===== src/rtl/tx_frame_serializer_if.sv =====
// Handshake and serial-line bundle for tx_frame_serializer.
// master = byte source side, slave = serializer side.
interface tx_frame_serializer_if #(
  parameter int N = 8
);
  logic         start;
  logic [N-1:0] din;
  logic         ready;
  logic         busy;
  logic         dout;
  logic         done;

  modport master (output start, output din,
                  input  ready, input busy, input dout, input done);
  modport slave  (input  start, input din,
                  output ready, output busy, output dout, output done);
endinterface


===== src/rtl/tx_frame_serializer.sv =====
// Frame serializer: high preamble, N data bits LSB first, then return to idle low.
// Optional even-parity bit after the data when TX_PARITY_EN is defined.
module tx_frame_serializer #(
  parameter int N               = 8,
  parameter int BIT_CYCLES      = 20,
  parameter int PREAMBLE_CYCLES = 10
) (
  input  logic                 clk,
  input  logic                 rst,
  tx_frame_serializer_if.slave bus
);
  localparam int MAXC = (BIT_CYCLES > PREAMBLE_CYCLES) ? BIT_CYCLES : PREAMBLE_CYCLES;
  localparam int CW   = $clog2(MAXC + 1);
  localparam int BW   = $clog2(N + 2);

  typedef enum logic [1:0] {
    S_IDLE,
    S_PRE,
    S_DATA
`ifdef TX_PARITY_EN
    , S_PAR
`endif
  } state_t;

  state_t         state_q;
  logic [N-1:0]   shreg_q;
  logic [CW-1:0]  cyc_q;
  logic [BW-1:0]  bit_q;
  logic           dout_q;
  logic           ready_q;
  logic           busy_q;
  logic           done_q;
`ifdef TX_PARITY_EN
  logic           par_q;
`endif

  logic [N-1:0]   shreg_d;
  logic           pre_last;
  logic           bit_period_last;
  logic           bit_last;

  assign shreg_d         = shreg_q >> 1;
  assign pre_last        = (cyc_q == CW'(PREAMBLE_CYCLES - 1));
  assign bit_period_last = (cyc_q == CW'(BIT_CYCLES - 1));
  assign bit_last        = (bit_q == BW'(N - 1));

  always_ff @(posedge clk) begin
    if (rst) begin
      state_q <= S_IDLE;
      shreg_q <= '0;
      cyc_q   <= '0;
      bit_q   <= '0;
      dout_q  <= 1'b0;
      ready_q <= 1'b1;
      busy_q  <= 1'b0;
      done_q  <= 1'b0;
`ifdef TX_PARITY_EN
      par_q   <= 1'b0;
`endif
    end else begin
      done_q <= 1'b0;
      case (state_q)
        S_IDLE: begin
          if (bus.start && ready_q) begin
            shreg_q <= bus.din;
            cyc_q   <= '0;
            bit_q   <= '0;
            state_q <= S_PRE;
            dout_q  <= 1'b1;
            ready_q <= 1'b0;
            busy_q  <= 1'b1;
`ifdef TX_PARITY_EN
            par_q   <= ^bus.din;
`endif
          end
        end
        S_PRE: begin
          if (pre_last) begin
            state_q <= S_DATA;
            cyc_q   <= '0;
            dout_q  <= shreg_q[0];
          end else begin
            cyc_q <= cyc_q + CW'(1);
          end
        end
        S_DATA: begin
          if (bit_period_last) begin
            cyc_q   <= '0;
            shreg_q <= shreg_d;
            bit_q   <= bit_q + BW'(1);
            if (bit_last) begin
`ifdef TX_PARITY_EN
              state_q <= S_PAR;
              dout_q  <= par_q;
`else
              // Frame complete: this edge makes the done/IDLE-entry cycle.
              state_q <= S_IDLE;
              dout_q  <= 1'b0;
              ready_q <= 1'b1;
              busy_q  <= 1'b0;
              done_q  <= 1'b1;
`endif
            end else begin
              dout_q <= shreg_d[0];
            end
          end else begin
            cyc_q <= cyc_q + CW'(1);
          end
        end
`ifdef TX_PARITY_EN
        S_PAR: begin
          if (bit_period_last) begin
            cyc_q   <= '0;
            state_q <= S_IDLE;
            dout_q  <= 1'b0;
            ready_q <= 1'b1;
            busy_q  <= 1'b0;
            done_q  <= 1'b1;
          end else begin
            cyc_q <= cyc_q + CW'(1);
          end
        end
`endif
        default: state_q <= S_IDLE;
      endcase
    end
  end

  assign bus.ready = ready_q;
  assign bus.busy  = busy_q;
  assign bus.dout  = dout_q;
  assign bus.done  = done_q;
endmodule


===== src/flat_wrapper.sv =====
// flat-port wrapper written by rule: the top's interface ports become plain ports
module tx_frame_serializer_flat 
#(
  parameter int N               = 8,
  parameter int BIT_CYCLES      = 20,
  parameter int PREAMBLE_CYCLES = 10
)
  (clk, rst, bus_start, bus_din, bus_ready, bus_busy, bus_dout, bus_done);
  tx_frame_serializer_if #(.N(N)) bus_i ();
  input  logic clk;
  input  logic rst;
  input wire logic [$bits(bus_i.start)-1:0] bus_start;
  input wire logic [$bits(bus_i.din)-1:0] bus_din;
  output wire logic [$bits(bus_i.ready)-1:0] bus_ready;
  output wire logic [$bits(bus_i.busy)-1:0] bus_busy;
  output wire logic [$bits(bus_i.dout)-1:0] bus_dout;
  output wire logic [$bits(bus_i.done)-1:0] bus_done;
  assign bus_i.start = bus_start;
  assign bus_i.din = bus_din;
  assign bus_ready = bus_i.ready;
  assign bus_busy = bus_i.busy;
  assign bus_dout = bus_i.dout;
  assign bus_done = bus_i.done;
  tx_frame_serializer #(.N(N), .BIT_CYCLES(BIT_CYCLES), .PREAMBLE_CYCLES(PREAMBLE_CYCLES)) u_core (.clk(clk), .rst(rst), .bus(bus_i));
endmodule

===== config.mk =====
export PLATFORM = sky130hd
export DESIGN_NAME = tx_frame_serializer_flat
export DESIGN_NICKNAME = d
export VERILOG_FILES = /design/src/rtl/tx_frame_serializer_if.sv /design/src/rtl/tx_frame_serializer.sv /design/src/flat_wrapper.sv
export SDC_FILE = /design/constraint.sdc
export NUM_CORES = 1
export LEC_CHECK = 0
export ABC_AREA = 1
export CAP_MARGIN = 20
export CORE_MARGIN = 4
export CORE_UTILIZATION = 52
export CTS_CLUSTER_DIAMETER = 120
export DETAILED_ROUTE_END_ITERATION = 10
export PLACE_DENSITY = 0.75
export SKIP_LAST_GASP = 1
export SYNTH_ARGS = -nofsm -noshare
export SYNTH_HDL_FRONTEND = slang
export SYNTH_SLANG_ARGS = --single-unit

===== constraint.sdc =====
create_clock -name clk -period 1.9 [get_ports clk]
set_input_delay 0.475 -clock clk [delete_from_list [all_inputs] [get_ports clk]]
set_output_delay 0.475 -clock clk [all_outputs]
set_load 0.01 [all_outputs]

# After elaboration in Yosys (flattened, before gate mapping)

Index checks and enable logic that the tools add are counted.

Add/subtract/negate cells: 2
Bitwise gates (word level): 2
Reductions and logical operators: 10
Eq/ne operators: 9
Multiplexer cells: 28

Operators with widths:

| cell                                                  | count |
|---|---|
| 2-to-1 mux 8 bit                                      | 2 |
| case mux 8 bit (2 select lines)                       | 1 |
| 2-to-1 mux 5 bit                                      | 3 |
| case mux 5 bit (3 select lines)                       | 1 |
| AND reduction 4 bit                                   | 3 |
| 2-to-1 mux 1 bit                                      | 10 |
| 2-to-1 mux 2 bit                                      | 4 |
| 2-to-1 mux 4 bit                                      | 2 |
| inequality test 2 x 1 -> 1 bit, second input constant | 4 |
| case mux 4 bit (2 select lines)                       | 1 |
| case mux 2 bit (3 select lines)                       | 1 |
| adder 5 x 1 -> 5 bit, second input constant           | 1 |
| == test 5 x 4 -> 1 bit, second input constant         | 1 |
| == test 5 bit, second input constant                  | 1 |
| adder 4 x 1 -> 4 bit, second input constant           | 1 |
| == test 4 x 3 -> 1 bit, second input constant         | 1 |
| case mux 1 bit (2 select lines)                       | 2 |
| case mux 1 bit (3 select lines)                       | 1 |
| AND reduction 3 bit                                   | 1 |
| nonzero test 3 bit                                    | 1 |
| OR reduction 3 bit                                    | 1 |
| == test 2 x 1 -> 1 bit, second input constant         | 1 |
| == test 2 bit, second input constant                  | 1 |
| zero test 2 bit                                       | 1 |
| 4 further kinds                                       | 5 |

Output and inout port bits: 4
Logic and storage cells: 59
Input bits: 11
Register bits after elaboration: 23

# Depth between registers and ports, before layout

Gate-level depths: netlist (run 1).

Depth in word-level cells: 4
Mapped depth: 10
Gate-level depth less buffers: 10

# Worst setup path after synthesis (run 1)

No wires, ideal clock.

Kind: flip-flop to flip-flop
Start: register u_core.state_q[0]
End: register u_core.cyc_q[3]
Arrival time: 1.324 ns
Cell stages (with the launch flop): 8
Period minus slack after synthesis: 1.438 ns
Data required time: 1.785 ns
Path buffers: 0
Setup time: 0.115 ns
Setup slack: 0.462 ns
Path through: dfxtp_1 inv_1 ha_1 nand2_1 nand2_2 or2_2 nand3_2 nor2_1

Cells in the longest elaborated chain, start to end: 3
Elaborated cells between the ends (all ways): 7
Those cells by class: eq/ne (3); mux (1); reduce/logical (3)

Ends and longest elaborated chain:

| what                                                                           | line                       | RTL |
|---|---|---|
| start: declaration                                                             | tx_frame_serializer.sv:25  | `state_t state_q;` |
| start signal: assignment                                                       | tx_frame_serializer.sv:49  | `state_q <= S_IDLE;` |
| start signal: assignment                                                       | tx_frame_serializer.sv:68  | `state_q <= S_PRE;` |
| start signal: assignment                                                       | tx_frame_serializer.sv:79  | `state_q <= S_DATA;` |
| == test 2 x 1 -> 1 bit, or another cell as far along                           | tx_frame_serializer.sv:62  | `case (state_q)` |
| nonzero test 3 bit (no line) or inequality test 2 x 1 -> 1 bit (tied branches) | --                         |  |
| AND reduction 2 bit (no line)                                                  | --                         |  |
| end signal: assignment                                                         | tx_frame_serializer.sv:83  | `cyc_q <= cyc_q + CW'(1);` |
| end signal: assignment                                                         | tx_frame_serializer.sv:107 | `cyc_q <= cyc_q + CW'(1);` |
| end: declaration                                                               | tx_frame_serializer.sv:27  | `logic [CW-1:0] cyc_q;` |

Parallel ways exist; a longest one is shown, timed or not.
A chain may end at the register's enable or synchronous reset.

# Worst setup path in the final report (run 1)

Start: register u_core.ready_q (netlist: u_core.bus.ready)
End: output port bus_ready

RTL lines:

| what                     | line                      | RTL |
|---|---|---|
| start: declaration       | tx_frame_serializer.sv:30 | `logic ready_q;` |
| start signal: assignment | tx_frame_serializer.sv:54 | `ready_q <= 1'b1;` |
| start signal: assignment | tx_frame_serializer.sv:70 | `ready_q <= 1'b0;` |
| start signal: assignment | tx_frame_serializer.sv:99 | `ready_q <= 1'b1;` |
| end: declaration         | flat_wrapper.sv:14        | `output wire logic [$bits(bus_i.ready)-1:0] bus_ready;` |

No word-level cell between the ends.

==> impl_metrics.ini, run 1 <==
[cts]
clk_pin_slew_worst_paths_ps = 120
cts_resized = 0
clk_path_buf_depth = 2
holdBufCountCts = 0
cts_htree_levels = 1
cts_root_buffer = clkbuf_4
cts_tree = yes
clock_sinks = 23
numCtsBuffers = 3
cts_setup_buffers = 0
clkLatencyLatePin_ps = 320

[placement]
dp_hpwl_mm = 1.87
portBuffers = 14
place_area_sq_um = 1430
gp_congestion = 0.789

[timing]
timing.final.crit_share_pct = 89.3
rsz0062_at_grt = false
tightest_slew_ps = 312
fin_skew_ps = 10.9
finalSetupTns_ps = 0
layout_min_cycle_time_ps = 1700
relSlewSlack_pct = 79.2
setup_violations = 0
hold_violations = 0
fmax_mhz = 589
slew_violations = 0

[run_status]
status = complete, no violations

[synth]
synth.cell_area_sq_um = 1240
synth-seq-cells = 23
synthCells = 182
synth_top_area_share_pct = 37.2
synth.distinct_cells = 26
synth_top_cell_by_area = dfxtp_1
synth_most_common_cell = nand2_1
yosys_most_used_dff = dfxtp_1
yosys-top-cells-area = dfxtp_1, nand2_1, nor2_1
synth_enable_flop_cells = 0
synth_warnings = 0
async_flop_share_pct = 0
synthesis.nets = 200
seq_area_frac_synth_pct = 37.2
yosys-top-cells-count = nand2_1, nor2_1, dfxtp_1
synth_area_per_cell_sq_um = 6.79

[run]
maxCapViolCount = 0

[setup_path]
path_cells = clkdlybuf4s50_1
crit_family = buffers and inverters
slowest_stage = clkdlybuf4s50_1
startpoint_type = flip-flop
cp_max_fo = 3
path_class = flip-flop to primary output
required_ps = 1420
path_buf_inv = 1
worstPathArrival_ps = 1220
max_stage_delay_ps = 540
critPathCaptureType = primary output

[power_and_ir_drop]
netSwitchingFraction_pct = 43.0
ir_drop_mv = 0.699
p_switching_mw = 0.797
power_density_nw_per_um2 = 1270
power_frac_comb_pct = 50.1
power_frac_clock_pct = 12.5
intPower_mw = 1.05
seqPwrFrac_pct = 37.4
power.leakage_nw = 0.672

[cells_and_area]
area_growth_syn_to_layout_pct = 18.0
drive_gt1_share_pct = 10.4
fill_cells = 214
num_antenna_cells = 0
fin_nets = 221
fin_area_sq_um = 1460

[floorplan]
initial_core_util_pct = 55.4
fp-row-count = 17
die_area_sq_um = 3220
die_w_um = 56.8
die_h_um = 56.8
num_io_pins = 15
coreArea_sq_um = 2230

[grt]
grt_pass1_vias = 1049
grt_max_degree = 15
globalRoute.totalOverflow = 0
grt_usage_pct = 17.1
antenna_found_initial = 0
grt_pass1_wl_mm = 4.47

[routing]
post_drt_wl_per_cell_um = 10.8
routed_via_density = 4.93
drt_iter0_markers = 14
drt-total-wl_mm = 2.48
ant_nets = 0
dr_total_vias = 1133
firstDrtPassIters = 4
drc = 0

[worst_hold_path]
hold_path.class = flip-flop to flip-flop
==> through the flow <==
stage	instances	hold WS, ps	util [%]	power [mW]	setup slack, ps
2_1_floorplan	182	450	-	1.39	462
3_3_place_gp	226	451	64.0	1.59	88.5
3_5_place_dp	226	464	64.0	1.62	46.0
4_1_cts	230	484	65.3	1.87	175
5_1_grt	230	497	65.3	2.03	91.7
6_report	230	480	65.3	1.85	203
==> power groups by stage <==
stage | clock network [mW] | registers, mW | logic [mW]
3_3_place_gp | 0 | 0.697 | 0.896
4_1_cts | 0.243 | 0.693 | 0.931
2_1_floorplan | 0 | 0.696 | 0.694
5_1_grt | 0.262 | 0.713 | 1.06
6_report | 0.231 | 0.692 | 0.928
3_5_place_dp | 0 | 0.703 | 0.920
==> state kept, by name (all words and copies together) (netlist names) <==
signal            cells
u_core.bit_q          4
u_core.bus.busy       1
u_core.bus.done       1
u_core.bus.dout       1
u_core.bus.ready      1
u_core.cyc_q          5
u_core.shreg_q        8
u_core.state_q        2
==> final cells by class <==
cell class	count	area, sq um	area share, %
Clock buffer	3	22.5	1.54
Sequential cell	23	460	31.6
Timing Repair Buffer	19	178	12.2
Tap cell	28	35.0	2.40
Multi-Input combinational cell	136	679	46.6
Inverter	20	76.3	5.23
Clock inverter	1	7.51	0.515
==> layer usage <==
layer | up-vias | GRT usage, % | share of wire, %
met5 | - | 0 | 0
met4 | 0 | 2.65 | 1.1
met3 | 4 | 6.21 | 5.0
met2 | 18 | 28.4 | 48
met1 | 502 | 21.6 | 46
li1 | 609 | - | -
==> cells in the final DEF (no fill, tap or decap), types with 2 or more instances in the layout <==
cell,netlist,layout
inv_1,18,18
nand3_1,12,12
o21ai_1,7,7
nand2_2,3,3
xnor2_1,2,2
clkbuf_4,0,3
nand2_1,53,53
a21oi_1,3,3
dfxtp_1,23,23
nand4_1,5,5
buf_4,0,5
nor2_1,34,34
ha_1,7,7
clkdlybuf4s50_1,0,14
==> tightest hold or removal path, cell delays in order, from the launching register on <==
cell and delay [ps]:
dfxtp_1 330, nand2_1 60, a21oi_1 60
==> kinds of logic after synthesis <==
| kind of cell | count (synthesis) | share of synthesized area [%] |
|---|---|---|
| flops | 23 | 37.2 |
| xor+xnor | 3 | 2.13 |
| fa+ha+maj | 7 | 7.08 |
| buf+inv | 23 | 7.79 |
| compound gates | 14 | 7.19 |
| simple gates | 112 | 38.6 |
==> worst paths after layout <==
check | start | end | slack (ps) | depth (start not counted)
max | u_core.bus.ready$_SDFFE_PP1P_ | bus_ready | 200 | 1
min | u_core.bus.busy$_SDFFE_PP0P_ | u_core.bus.busy$_SDFFE_PP0P_ | 480 | 2
max reg2reg | u_core.cyc_q[0]$_SDFFE_PP0P_ | u_core.bit_q[0]$_SDFFE_PP0P_ | 290 | 9
min reg2reg | u_core.bus.busy$_SDFFE_PP0P_ | u_core.bus.busy$_SDFFE_PP0P_ | 480 | 2
(Power assumes the default switching activity.)
==> run 2: changes to the inputs <==
--- a/config.mk
+++ b/config.mk
@@ -7,9 +7,8 @@
 export LEC_CHECK = 0
 export ABC_AREA = 1
 export CAP_MARGIN = 20
-export CORE_MARGIN = 4
 export CORE_UTILIZATION = 52
-export CTS_CLUSTER_DIAMETER = 120
+export CTS_CLUSTER_DIAMETER = 30
 export DETAILED_ROUTE_END_ITERATION = 10
 export PLACE_DENSITY = 0.75
 export SKIP_LAST_GASP = 1
==> run 2 against run 1 <==
Effect of this change:
- combinational power is 1% higher
- worst setup slack better by 24 ps
- clock power is 5% lower
- sequential power hardly changed
- non-clock buffer count stayed put
- sequential share of layout area is 0.081 points higher
- worst hold slack worse by 2.7 ps
==> impl_metrics.ini, run 2 (same netlist as run 1, synthesis figures left out) <==
[run_status]
status = complete, no violations

[cts]
cts_htree_levels = 1
cts_root_buffer = clkbuf_4
cts_tree = yes
cts_resized = 0
clkLatencyLatePin_ps = 300
clock_sinks = 23
clk_path_buf_depth = 2
cts_setup_buffers = 0
numCtsBuffers = 3
clk_pin_slew_worst_paths_ps = 130
holdBufCountCts = 0

[setup_path]
cp_num_cells = 1
required_ps = 1420
reg2reg_depth = 8
path_buf_inv = 1
cp_max_fo = 3
path_class = flip-flop to primary output
startpoint_type = flip-flop
crit_family = buffers and inverters
rrSetupSlack_ps = 320
max_stage_delay_ps = 540
slowest_stage = clkdlybuf4s50_1
worstPathArrival_ps = 1200
critPathCaptureType = primary output
path_cells = clkdlybuf4s50_1

[timing]
hold_violations = 0
timing.final.crit_share_pct = 88.1
layout_min_cycle_time_ps = 1670
setup_violations = 0
fin_ws_ps = 227
finalSetupTns_ps = 0
fmax_mhz = 598
slew_violations = 0
tightest_slew_ps = 272
fin_skew_ps = 7.85
relSlewSlack_pct = 81.9
rsz0062_at_grt = false

[grt]
antenna_found_initial = 0
grt_usage_pct = 21.1
globalRoute.totalOverflow = 0
grt_pass1_wl_mm = 4.14
grt_pass1_vias = 997
grt_max_degree = 18

[routing]
drt-total-wl_mm = 2.38
firstDrtPassIters = 4
drt_iter0_markers = 37
post_drt_wl_per_cell_um = 10.4
ant_nets = 0
routed_via_density = 4.94
dr_wl_met2_mm = 1.05
met1_length_mm = 1.24
dr_total_vias = 1136
dr_wl_met3_um = 75
drc = 0
routed.top_layer = met4

[cells_and_area]
top_regs = u_core.shreg_q: 8 flops, u_core.cyc_q: 5 flops, u_core.bit_q: 4 flops
area_growth_syn_to_layout_pct = 17.7
fill_cells = 209
drive_gt1_share_pct = 9.90
layout_commonest_cell = nand2_1
regMostFlops = u_core.shreg_q
num_antenna_cells = 0
largest_register_ffs = 8
final_cell_mix = nand2_1, nor2_1, dfxtp_1
fin_nets = 221

[floorplan]
die_w_um = 50.8
die_area_sq_um = 2580
fp-row-count = 17
initial_core_util_pct = 55.4
die_h_um = 50.8
num_io_pins = 15
coreArea_sq_um = 2230

[placement]
pre_cts_ws_ps = 70.8
gp_congestion = 0.791
dp_hpwl_mm = 1.76
portBuffers = 14

[power_and_ir_drop]
power.leakage_nw = 0.673
p_switching_mw = 0.785
netSwitchingFraction_pct = 42.4
power_density_nw_per_um2 = 1270
ir_drop_mv = 0.697
power_frac_comb_pct = 50.8
power_frac_clock_pct = 11.9
seqPwrFrac_pct = 37.3
intPower_mw = 1.07

[worst_hold_path]
min_path_cells = 2
hold_path.class = flip-flop to flip-flop

[run]
maxCapViolCount = 0
## run 2: cell types whose count changed in the layout (fill, tap and decap cells not counted), sizes merged
cell	before	now
clkinvlp	1	0
clkbuf	3	4
## run 2: area by class of cell
cell class	instances	area, sq um	area share [%]
inverters	20	76.3	5.25
multi-input cells	136	679	46.7
clock buffers	4	26.3	1.81
repair buffers	19	178	12.2
flip-flops and latches	23	460	31.6
well taps	28	35.0	2.41
## run 2: path summary, 6_finish.rpt
path                                                startpoint                              to
worst max-delay path             u_core.bus.ready$_SDFFE_PP1P_                       bus_ready
worst min-delay path              u_core.bus.busy$_SDFFE_PP0P_    u_core.bus.busy$_SDFFE_PP0P_
worst max register to register  u_core.state_q[0]$_SDFFE_PP0P_  u_core.shreg_q[1]$_SDFFE_PP0P_
worst min register to register    u_core.bus.busy$_SDFFE_PP0P_    u_core.bus.busy$_SDFFE_PP0P_
## run 2: power by group through the flow
stage	Clock, mW	Combinational, mW	Sequential, mW
finish	0.220	0.941	0.690
CTS	0.231	0.937	0.689
global route	0.248	1.07	0.708
detailed placement	0	0.929	0.700
floorplan	0	0.694	0.696
global placement	0	0.915	0.697
## run 2: per-stage QoR
step                      instances  total power, mW  utilization (%)  area, sq um  hold slack, ps
after floorplan                 182             1.39                -         1240             450
after global routing            230             2.03             65.2         1460             518
final                           230             1.85             65.2         1460             478
after CTS                       230             1.86             65.2         1460             478
after global placement          226             1.61             64.0         1430             453
after detailed placement        226             1.63             64.0         1430             458
## run 2: per-layer routing
metal,vias up,GRT usage (%)
met5,-,0
met2,18,34.7
met3,2,3.64
met4,0,5.56
met1,507,28.4
li1,609,-
==> run 3: changes to the inputs <==
--- a/config.mk
+++ b/config.mk
@@ -6,6 +6,7 @@
 export NUM_CORES = 1
 export LEC_CHECK = 0
 export ABC_AREA = 1
+export ABC_CLOCK_PERIOD_IN_PS = 1900
 export CAP_MARGIN = 20
 export CORE_UTILIZATION = 52
 export CTS_CLUSTER_DIAMETER = 30
==> results of run 3 <==
The final DEF is identical to that of run 2; final timing and power are the same.
